## config.mk

```make
export PLATFORM = sky130hd
export DESIGN_NAME = fb_ps2_kbd_rx
export DESIGN_NICKNAME = d
export VERILOG_FILES = /design/src/rtl/fb_ps2_kbd_rx.sv
export SDC_FILE = /design/constraint.sdc
export NUM_CORES = 1
export LEC_CHECK = 0
export ABC_AREA = 1
export BUFFER_PORTS_ARGS = -buffer_cell sky130_fd_sc_hd__buf_2
export CORE_UTILIZATION = 36
export DETAILED_ROUTE_END_ITERATION = 7
export HOLD_SLACK_MARGIN = 0.12
export PLACE_DENSITY = 0.53
export SLEW_MARGIN = 40
export SYNTH_ARGS = -nofsm -noshare
export SYNTH_HDL_FRONTEND = slang
export SYNTH_SLANG_ARGS = --single-unit
```

## constraint.sdc

```tcl
create_clock -name clk -period 2 [get_ports clk]
set_input_delay 0 -clock clk [delete_from_list [all_inputs] [get_ports clk]]
set_output_delay 0 -clock clk [all_outputs]
set_load 0.02 [all_outputs]
```

## src/rtl/fb_ps2_kbd_rx.sv

```systemverilog
// PS/2 keyboard receiver: pin synchroniser, 11-bit frame deframer and FWFT scan-code FIFO.
// Optional parity checking with sticky frame_err is enabled by defining FB_PS2_PARITY_CHECK_EN.
module fb_ps2_kbd_rx #(
    parameter int unsigned FIFO_DEPTH     = 8,
    parameter int unsigned TIMEOUT_CYCLES = 50000
) (
    input  logic       clk,
    input  logic       rst,
    input  logic       ps2_clk,
    input  logic       ps2_data,
    input  logic       rd_en,
    output logic       av,
    output logic [7:0] rd_data,
    output logic       overflow,
    output logic       frame_err
);

    localparam int unsigned PTR_W = $clog2(FIFO_DEPTH);
    localparam int unsigned CNT_W = PTR_W + 1;
    localparam int unsigned TMO_W = $clog2(TIMEOUT_CYCLES);
    localparam logic [TMO_W-1:0] TMO_LAST = TMO_W'(TIMEOUT_CYCLES - 1);
    localparam logic [CNT_W-1:0] FULL_CNT = CNT_W'(FIFO_DEPTH);

    typedef enum logic [1:0] {
        IDLE   = 2'd0,
        DATA   = 2'd1,
        PARITY = 2'd2,
        STOP   = 2'd3
    } state_t;

    // Pin synchronisers idle high so reset release never produces a fall strobe
    logic clk_s1, clk_s2, clk_hist;
    logic dat_s1, dat_s2;
    logic fall_c;

    always_ff @(posedge clk) begin
        if (rst) begin
            clk_s1   <= 1'b1;
            clk_s2   <= 1'b1;
            clk_hist <= 1'b1;
            dat_s1   <= 1'b1;
            dat_s2   <= 1'b1;
        end else begin
            clk_s1   <= ps2_clk;
            clk_s2   <= clk_s1;
            clk_hist <= clk_s2;
            dat_s1   <= ps2_data;
            dat_s2   <= dat_s1;
        end
    end

    assign fall_c = clk_hist & ~clk_s2;

    state_t           state_q, state_d;
    logic [2:0]       bit_cnt_q;
    logic [7:0]       shift_q;
    logic [TMO_W-1:0] tmo_q;
    logic             timeout_c;

    assign timeout_c = (state_q != IDLE) && !fall_c && (tmo_q == TMO_LAST);

    always_ff @(posedge clk) begin
        if (rst) begin
            state_q <= IDLE;
        end else begin
            state_q <= state_d;
        end
    end

    always_comb begin
        state_d = state_q;
        if (timeout_c) begin
            state_d = IDLE;
        end else if (fall_c) begin
            unique case (state_q)
                IDLE:    if (!dat_s2) state_d = DATA;
                DATA:    if (bit_cnt_q == 3'd7) state_d = PARITY;
                PARITY:  state_d = STOP;
                STOP:    state_d = IDLE;
                default: state_d = IDLE;
            endcase
        end
    end

    logic start_c, shift_c, par_ld_c, stop_c, frame_ok_c, push_c, ferr_set_c;

`ifdef FB_PS2_PARITY_CHECK_EN
    logic par_q;
`endif

    // Per-cycle datapath controls derived from the current state and the fall strobe
    always_comb begin
        start_c    = 1'b0;
        shift_c    = 1'b0;
        par_ld_c   = 1'b0;
        stop_c     = 1'b0;
        frame_ok_c = 1'b0;
        push_c     = 1'b0;
        ferr_set_c = 1'b0;
        if (fall_c) begin
            start_c  = (state_q == IDLE) && !dat_s2;
            shift_c  = (state_q == DATA);
            par_ld_c = (state_q == PARITY);
            stop_c   = (state_q == STOP);
        end
`ifdef FB_PS2_PARITY_CHECK_EN
        frame_ok_c = dat_s2 && (^{shift_q, par_q});
        ferr_set_c = stop_c && !frame_ok_c;
`else
        frame_ok_c = dat_s2;
`endif
        push_c = stop_c && frame_ok_c;
    end

    always_ff @(posedge clk) begin
        if (rst) begin
            bit_cnt_q <= 3'd0;
            shift_q   <= 8'h00;
            tmo_q     <= '0;
        end else begin
            if (start_c) begin
                bit_cnt_q <= 3'd0;
            end else if (shift_c) begin
                bit_cnt_q <= bit_cnt_q + 3'd1;
            end
            if (shift_c) begin
                shift_q <= {dat_s2, shift_q[7:1]};
            end
            if (fall_c || (state_q == IDLE)) begin
                tmo_q <= '0;
            end else if (tmo_q != TMO_LAST) begin
                tmo_q <= tmo_q + TMO_W'(1);
            end
        end
    end

`ifdef FB_PS2_PARITY_CHECK_EN
    always_ff @(posedge clk) begin
        if (rst) begin
            par_q     <= 1'b0;
            frame_err <= 1'b0;
        end else begin
            if (par_ld_c) begin
                par_q <= dat_s2;
            end
            if (ferr_set_c) begin
                frame_err <= 1'b1;
            end
        end
    end
`else
    assign frame_err = 1'b0;
`endif

    // Scan-code FIFO; a pop on a full FIFO frees the slot for a same-cycle push
    logic [7:0]       mem [FIFO_DEPTH];
    logic [PTR_W-1:0] wr_ptr_q, rd_ptr_q;
    logic [CNT_W-1:0] count_q;
    logic             pop_c, full_c, wr_c, ovf_c;

    assign av     = (count_q != '0);
    assign pop_c  = rd_en && av;
    assign full_c = (count_q == FULL_CNT);
    assign wr_c   = push_c && (!full_c || pop_c);
    assign ovf_c  = push_c && full_c && !pop_c;

    always_ff @(posedge clk) begin
        if (wr_c) begin
            mem[wr_ptr_q] <= shift_q;
        end
    end

    always_ff @(posedge clk) begin
        if (rst) begin
            wr_ptr_q <= '0;
            rd_ptr_q <= '0;
            count_q  <= '0;
            overflow <= 1'b0;
        end else begin
            if (wr_c) begin
                wr_ptr_q <= wr_ptr_q + PTR_W'(1);
            end
            if (pop_c) begin
                rd_ptr_q <= rd_ptr_q + PTR_W'(1);
            end
            unique case ({wr_c, pop_c})
                2'b10:   count_q <= count_q + CNT_W'(1);
                2'b01:   count_q <= count_q - CNT_W'(1);
                default: count_q <= count_q;
            endcase
            if (ovf_c) begin
                overflow <= 1'b1;
            end
        end
    end

    assign rd_data = av ? mem[rd_ptr_q] : 8'h00;

endmodule
```

==> metrics.yaml, run 1 <==
status:
  status: "complete, no violations"
pwr:
  power_density_nw_per_um2: 1120
  vdd_drop_max_mv: 0.438
  leakage_uw: 0.00218
  finalPower_uw: 6210
timing:
  drv_slew: 0
  slew_headroom_pct: 66.4
  fin_ws_ns: 0.150
  skew_ns: 0.0107
  period_share_pct: 92.5
  rsz0062_at_grt: "false"
  final.min_clock_period_ns: 1.85
  hold_viol_final: 0
  worstMarginPinSlew_ns: 0.504
  fmax_mhz: 541
  setup_viol_count_final: 0
  tns_ns: 0
worst_setup_path:
  cp_top_family: "buffers and inverters"
  r2r-end: "mem[7][3]"
  critPathMaxStageDelay_ns: 0.35
  slowest_stage: "dfxtp_2"
  rr_worst_depth: 10
  crit_chain: "inv_2 > buf_6 > nor2_1 > o21ai_0 > o21ai_0 > a31oi_1 > buf_2"
  cp-end-kind: "output port"
  reg2reg_from: "state_q[1]"
  path_depth: 7
  path_buf_inv: 3
  critPathMaxFanout: 20
  cp_common_cell: "o21ai_0"
  cp.required_ns: 2.00
  cp-start-kind: "flop"
  worstSetupPathType: "reg2out"
  r2r_slack_ns: 0.20
  worstPathArrival_ns: 1.85
  endpoint: "rd_data[2]"
cells_and_area:
  syn_to_final_growth_pct: 13.2
  final_nets: 551
  n_fill_cell: 1322
  antenna_cells: 0
  drive_above_1_share_pct: 17.2
  stdcell_area_sq_um: 5530
flow_run:
  drv_cap: 0
synth:
  synth_enable_flop_cells: 64
  ys_types: 39
  ys_ff_latch: 112
  synth_ff_type: "edfxtp_1"
  yosys_warnings: 0
  syn_area_per_cell_sq_um: 9.58
  synth.top_cell.area_share_pct: 39.3
  syn-num-nets: 525
  synth_area_leaders: "edfxtp_1 39%, dfxtp_1 20%, nor2_1 7.8%, o21ai_0 7.1%, nand2_1 3.7%"
  synth_cells: 510
  yosysTopAreaCell: "edfxtp_1"
  ys_async_sr_fraction_pct: 0
  syn_area_sq_um: 4890
  yosysSeqAreaShare_pct: 59.0
grt:
  grt.overflow.total: 0
  grt_pass1_vias: 3265
  grt_use_met1_pct: 20.6
  grt_busiest_layer: "met2"
  grt_first_pass_wirelength_um: 16500
  grt_max_degree: 33
  gr-usage-met2_pct: 24.3
  antenna_found_initial: 0
  track_usage_pct: 15.3
  use_met3_pct: 2.56
placement:
  io_buffers: 14
  dpl_cell_area_sq_um: 5180
  dp_hpwl_um: 6890
  gp_congestion: 0.821
  dpl_worst_slack_ns: 0.197
floorplan:
  dieArea_sq_um: 14000
  core_sq_um: 13200
  die_x_um: 119
  core.rowCount: 42
  io_pins: 16
  start_util_pct: 36.9
  die_y_um: 119
worst_hold_path:
  hp-class: "in2reg"
  min_from: "rd_en"
clock_tree:
  cts-root-buf: "clkbuf_16"
  clockBufferDepth: 2
  cts_buffers: 9
  htreeDepth: 3
  cts.clk_slew.worst_paths_ns: 0.07
  cts_tree: "done"
  post-cts-setup-buffers: 0
  clock_sinks: 112
  clk_latency_ns: 0.36
routing:
  wl_per_cell_um: 13.8
  wl_um: 9910
  firstDrtPassIters: 4
  drc: 0
  vias: 3410
  routed_via_density: 4.76
  final_antenna_net_count: 0
  drt-initial-drc-count: 255
-- cells in the mapped netlist (8+ instances only) --
library cell,n
a31oi_1,9
nand2_1,48
nand4_1,8
nor2_1,101
inv_1,39
nand3_1,10
o21ai_0,69
inv_2,10
edfxtp_1,64
dfxtp_1,48
a21oi_1,21
buf_2,8
ha_1,10
-- what timing repair did --
action,CTS,global route
resized for setup,3,4
hold endpoints to repair,9,0
cloned,0,0
hold buffers,5,0
setup endpoints to repair,3,7
pin swaps,0,0
-- routing by layer --
layer	vias up	share of wire, %	routed length [um]
met5	-	0	0
met4	0	1.9	191
met3	11	3.3	327
met2	53	47	4690
met1	1585	47	4700
li1	1761	-	-
-- registers in the layout, summed over array words and instances, names as in the netlist, named ones only --
name       count
count_q        4
tmo_q         16
bit_cnt_q      3
shift_q        8
clk_hist       1
clk_s1         1
clk_s2         1
rd_ptr_q       3
state_q        2
mem           64
overflow       1
dat_s2         1
wr_ptr_q       3
dat_s1         1
-- worst min-delay path by stage --
stage | slack, ns | cells after the start | to
after global routing | 0.18 | 4 | rd_ptr_q[0]
final | 0.15 | 4 | rd_ptr_q[1]
after global placement | 0.19 | 2 | dat_s1
after CTS | 0.14 | 4 | flop
after floorplan | 0.10 | 1 | clk_s1
after detailed placement | 0.19 | 2 | clk_s1
-- report_power, final --
group | internal [uW] | switching (uW) | leakage [uW]
clock network | 860 | 843 | 0.000138
registers | 2500 | 136 | 0.00105
logic | 618 | 1250 | 0.000993
-- logic make-up (layout without fill, tap and decap cells) --
family | Yosys count | in the layout | synth area share, %
simple gates | 211 | 211 | 20.8
flops | 112 | 112 | 59.0
compound gates | 105 | 105 | 11.2
buf+inv | 68 | 99 | 5.84
fa+ha+maj | 10 | 10 | 2.56
xor+xnor | 3 | 3 | 0.538
other cells | 1 | 1 | 0.0768
-- placed cells by master (no fill, tap or decap), types with 2 or more instances in the layout --
| cell type | netlist | routed |
|---|---|---|
| ha_1 | 10 | 10 |
| nor2_1 | 101 | 101 |
| nor2_4 | 5 | 5 |
| nand2_4 | 2 | 2 |
| nor3_2 | 3 | 3 |
| o21ai_1 | 2 | 2 |
| dfxtp_1 | 48 | 46 |
| o21ai_0 | 69 | 69 |
| nand2_1 | 48 | 48 |
| nand4_1 | 8 | 8 |
| nand2_2 | 7 | 7 |
| nand3_2 | 4 | 4 |
| xnor2_1 | 2 | 2 |
| clkbuf_16 | 0 | 9 |
| a31oi_1 | 9 | 9 |
| nor2_2 | 4 | 4 |
| nand3_1 | 10 | 10 |
| inv_6 | 0 | 3 |
| buf_2 | 8 | 14 |
| o21a_1 | 3 | 3 |
| dfxtp_2 | 0 | 2 |
| edfxtp_1 | 64 | 64 |
| nor3_1 | 5 | 5 |
| inv_2 | 10 | 11 |
| buf_4 | 5 | 12 |
| dlygate4sd3_1 | 0 | 5 |
| inv_1 | 39 | 38 |
| a21oi_1 | 21 | 21 |
| clkinv_2 | 0 | 2 |
| or2_2 | 7 | 7 |
-- layout make-up --
class | instances | area, sq um | area share [%]
Clock buffer | 9 | 225 | 4.07
Clock inverter | 7 | 52.6 | 0.950
Inverter | 50 | 188 | 3.39
Multi-Input combinational cell | 330 | 1720 | 31.1
Sequential cell | 112 | 2890 | 52.2
Tap cell | 176 | 220 | 3.98
Timing Repair Buffer | 33 | 241 | 4.37
-- worst reg2reg max path, stage by stage (launching register included) --
cell and delay (ns):
dfxtp_1 0.38, ha_1 0.16, nand2_1 0.06, inv_2 0.05
nand2_2 0.10, clkinv_1 0.10, nand2_4 0.07, inv_2 0.09
nand2_1 0.10, nor3_1 0.19, buf_4 0.21
-- per-stage QoR --
step,cells,hold WS [ns],util [%]
floorplan,510,0.104,-
global placement,696,0.186,39.1
detailed placement,696,0.188,39.1
CTS,717,0.144,41.7
global route,717,0.184,41.8
finish,717,0.147,41.8
Note: power is estimated with default switching activity, not from simulation.
==> run 2: changes to the inputs <==
--- a/config.mk
+++ b/config.mk
@@ -5,7 +5,6 @@
 export SDC_FILE = /design/constraint.sdc
 export NUM_CORES = 1
 export LEC_CHECK = 0
-export ABC_AREA = 1
 export BUFFER_PORTS_ARGS = -buffer_cell sky130_fd_sc_hd__buf_2
 export CORE_UTILIZATION = 36
 export DETAILED_ROUTE_END_ITERATION = 7
==> metrics.yaml, run 2 <==
status:
  status: "complete, no violations"
pwr:
  vdd_drop_max_mv: 0.375  # -14%
  leakage_uw: 0.00191  # -12%
  finalPower_uw: 5140  # -17%
  power_density_nw_per_um2: 940  # -16%
cells_and_area:
  regMostFlops: "mem"
  layout_commonest_cell: "edfxtp_1"
  syn_to_final_growth_pct: 17.3
  drive_above_1_share_pct: 25.1  # +7.9 points
  final_nets: 405  # -26%
  reg_top3: "mem x64, tmo_q x16, shift_q x8"
  antenna_cells: 0  # unchanged
  layout_common_cells: "64 x edfxtp_1, 47 x dfxtp_1, 31 x nor2_1"
  largest_reg_flops: 64  # unchanged
worst_setup_path:
  cp-end-kind: "flop"
  rr_worst_depth: 7  # -3
  critPathMaxFanout: 3  # -85%
  cp-start-kind: "flop"
  worstSetupPathType: "reg2reg"
  worstPathArrival_ns: 2.12  # +0.27 ns
  cp.required_ns: 2.23  # +0.23 ns
routing:
  final_antenna_net_count: 0  # unchanged
  routed_via_density: 4.85  # +1.9%
  wl_um: 8340  # -16%
  vias: 2748  # -19%
  wl_per_cell_um: 14.7  # +6.4%
  drt-initial-drc-count: 200  # -22%
  firstDrtPassIters: 4  # unchanged
  drc: 0  # unchanged
grt:
  grt.overflow.total: 0  # unchanged
  track_usage_pct: 13.5  # -1.8 points
  antenna_found_initial: 0  # unchanged
  grt_first_pass_wirelength_um: 13700  # -17%
  grt_pass1_vias: 2698  # -17%
  grt_max_degree: 31  # -6.1%
floorplan:
  dieArea_sq_um: 13400  # -4.6%
  core_sq_um: 12600  # -4.7%
  io_pins: 16  # unchanged
  start_util_pct: 36.9  # about the same
  die_x_um: 116  # -2.3%
  core.rowCount: 41  # -2.4%
  die_y_um: 116  # -2.3%
synth:
  synth_area_leaders: "edfxtp_1 41%, dfxtp_1 21%, mux4_2 7.7%, mux2i_1 3.0%, ha_1 2.7%"
  syn_area_sq_um: 4660  # -4.6%
  synth_cells: 352  # -31%
  synth_commonest_cells: "64 x edfxtp_1, 48 x dfxtp_1, 33 x nor2_1"
  yosysMostFrequentCell: "edfxtp_1"
  yosys_warnings: 0  # unchanged
  synth_ff_type: "edfxtp_1"
  yosysSeqAreaShare_pct: 61.9  # +2.9 points
  ys_types: 50  # +28%
  syn_area_per_cell_sq_um: 13.2  # +38%
  ys_async_sr_fraction_pct: 0  # unchanged
  syn-num-nets: 367  # -30%
  synth_enable_flop_cells: 64  # unchanged
  synth.top_cell.area_share_pct: 41.2  # +1.9 points
  yosysTopAreaCell: "edfxtp_1"
  ys_ff_latch: 112  # unchanged
clock_tree:
  clockBufferDepth: 2  # unchanged
  cts.clk_slew.worst_paths_ns: 0.07  # about the same
  clk_latency_ns: 0.34  # -0.02 ns
  cts_tree: "done"
  cts-root-buf: "clkbuf_16"
  clock_sinks: 112  # unchanged
  cts_buffers: 9  # unchanged
  htreeDepth: 3  # unchanged
flow_run:
  drv_cap: 0  # unchanged
timing:
  skew_ns: 0.00884  # -0.00187 ns
  rsz0062_at_grt: "false"
  whs_ns: 0.376  # +0.230 ns
  setup_viol_count_final: 0  # unchanged
  slew_headroom_pct: 64.8  # -1.5 points
  hold_viol_final: 0  # unchanged
  fmax_mhz: 530  # -2.1%
  drv_slew: 0  # unchanged
  period_share_pct: 94.4  # +1.9 points
  tns_ns: 0  # unchanged
  final.min_clock_period_ns: 1.89  # +0.0389 ns
  worstMarginPinSlew_ns: 0.527  # +0.0229 ns
placement:
  gp_congestion: 0.754  # -8.2%
  dp_hpwl_um: 5600  # -19%
  io_buffers: 14  # unchanged
worst_hold_path:
  hp-class: "in2reg"
  holdPathStages: 3  # -1
==> run 2: cell type report <==
type | instances | area [sq um]
inverter | 8 | 30.0
clock inverter | 5 | 40.0
sequential | 112 | 2880
tap | 172 | 215
fill | 1210 | 7150
clock buffer | 11 | 264
multi-input combinational | 215 | 1700
timing repair buffer | 44 | 334
==> run 2: routing by layer <==
metal	track usage, %	up-vias	share of wire, %
li1	-	1363	-
met1	18.8	1349	49
met2	21.3	28	47
met3	3.40	8	2.9
met4	3.33	0	0.79
met5	0	-	0
==> run 2: critical path: stages, from the launching register on <==
cell and delay, ns:
dfxtp_1 0.35, o41ai_4 0.39, nor2_2 0.10, xor2_1 0.15, ha_1 0.20, nor4_1 0.25, a31oi_1 0.07, mux2_2 0.27
==> run 2: worst paths after layout <==
path	startpoint	to	slack, ns
max	count_q[0]	count_q[2]	0.11
min	ps2_data	dat_s1	0.38
max reg2reg	count_q[0]	count_q[2]	0.11
min reg2reg	dat_s1	dat_s2	0.41
==> run 2: report_power, final <==
group	switching, uW	internal (uW)
logic	457	399
registers	41.1	2440
clock network	829	972
total	1330	3810
==> run 2: timing repair <==
action | in CTS | in global routing
hold buffers | 4 | 0
hold endpoints to repair | 7 | 0
endpoints found under the setup margin | 0 | 33
buffers inserted | 0 | 1
resized for setup | 0 | 5
==> run 2: metrics by stage <==
step	setup slack (ns)	cell area, sq um	util, %	std cells
2_1_floorplan	-0.0636	4680	-	352
3_3_place_gp	0.0963	5090	40.4	546
3_5_place_dp	0.0530	5090	40.4	546
4_1_cts	0.0356	5440	43.1	566
5_1_grt	0.000203	5470	43.3	567
6_report	0.111	5470	43.3	567
==> run 2: cells by family after synthesis <==
kind of cell | count (synthesis) | synth area share, %
compound gates | 35 | 4.81
xor+xnor | 14 | 2.63
fa+ha+maj | 10 | 2.69
buf+inv | 25 | 2.52
flops | 112 | 61.9
mux | 32 | 11.2
other cells | 1 | 0.0805
simple gates | 123 | 14.2
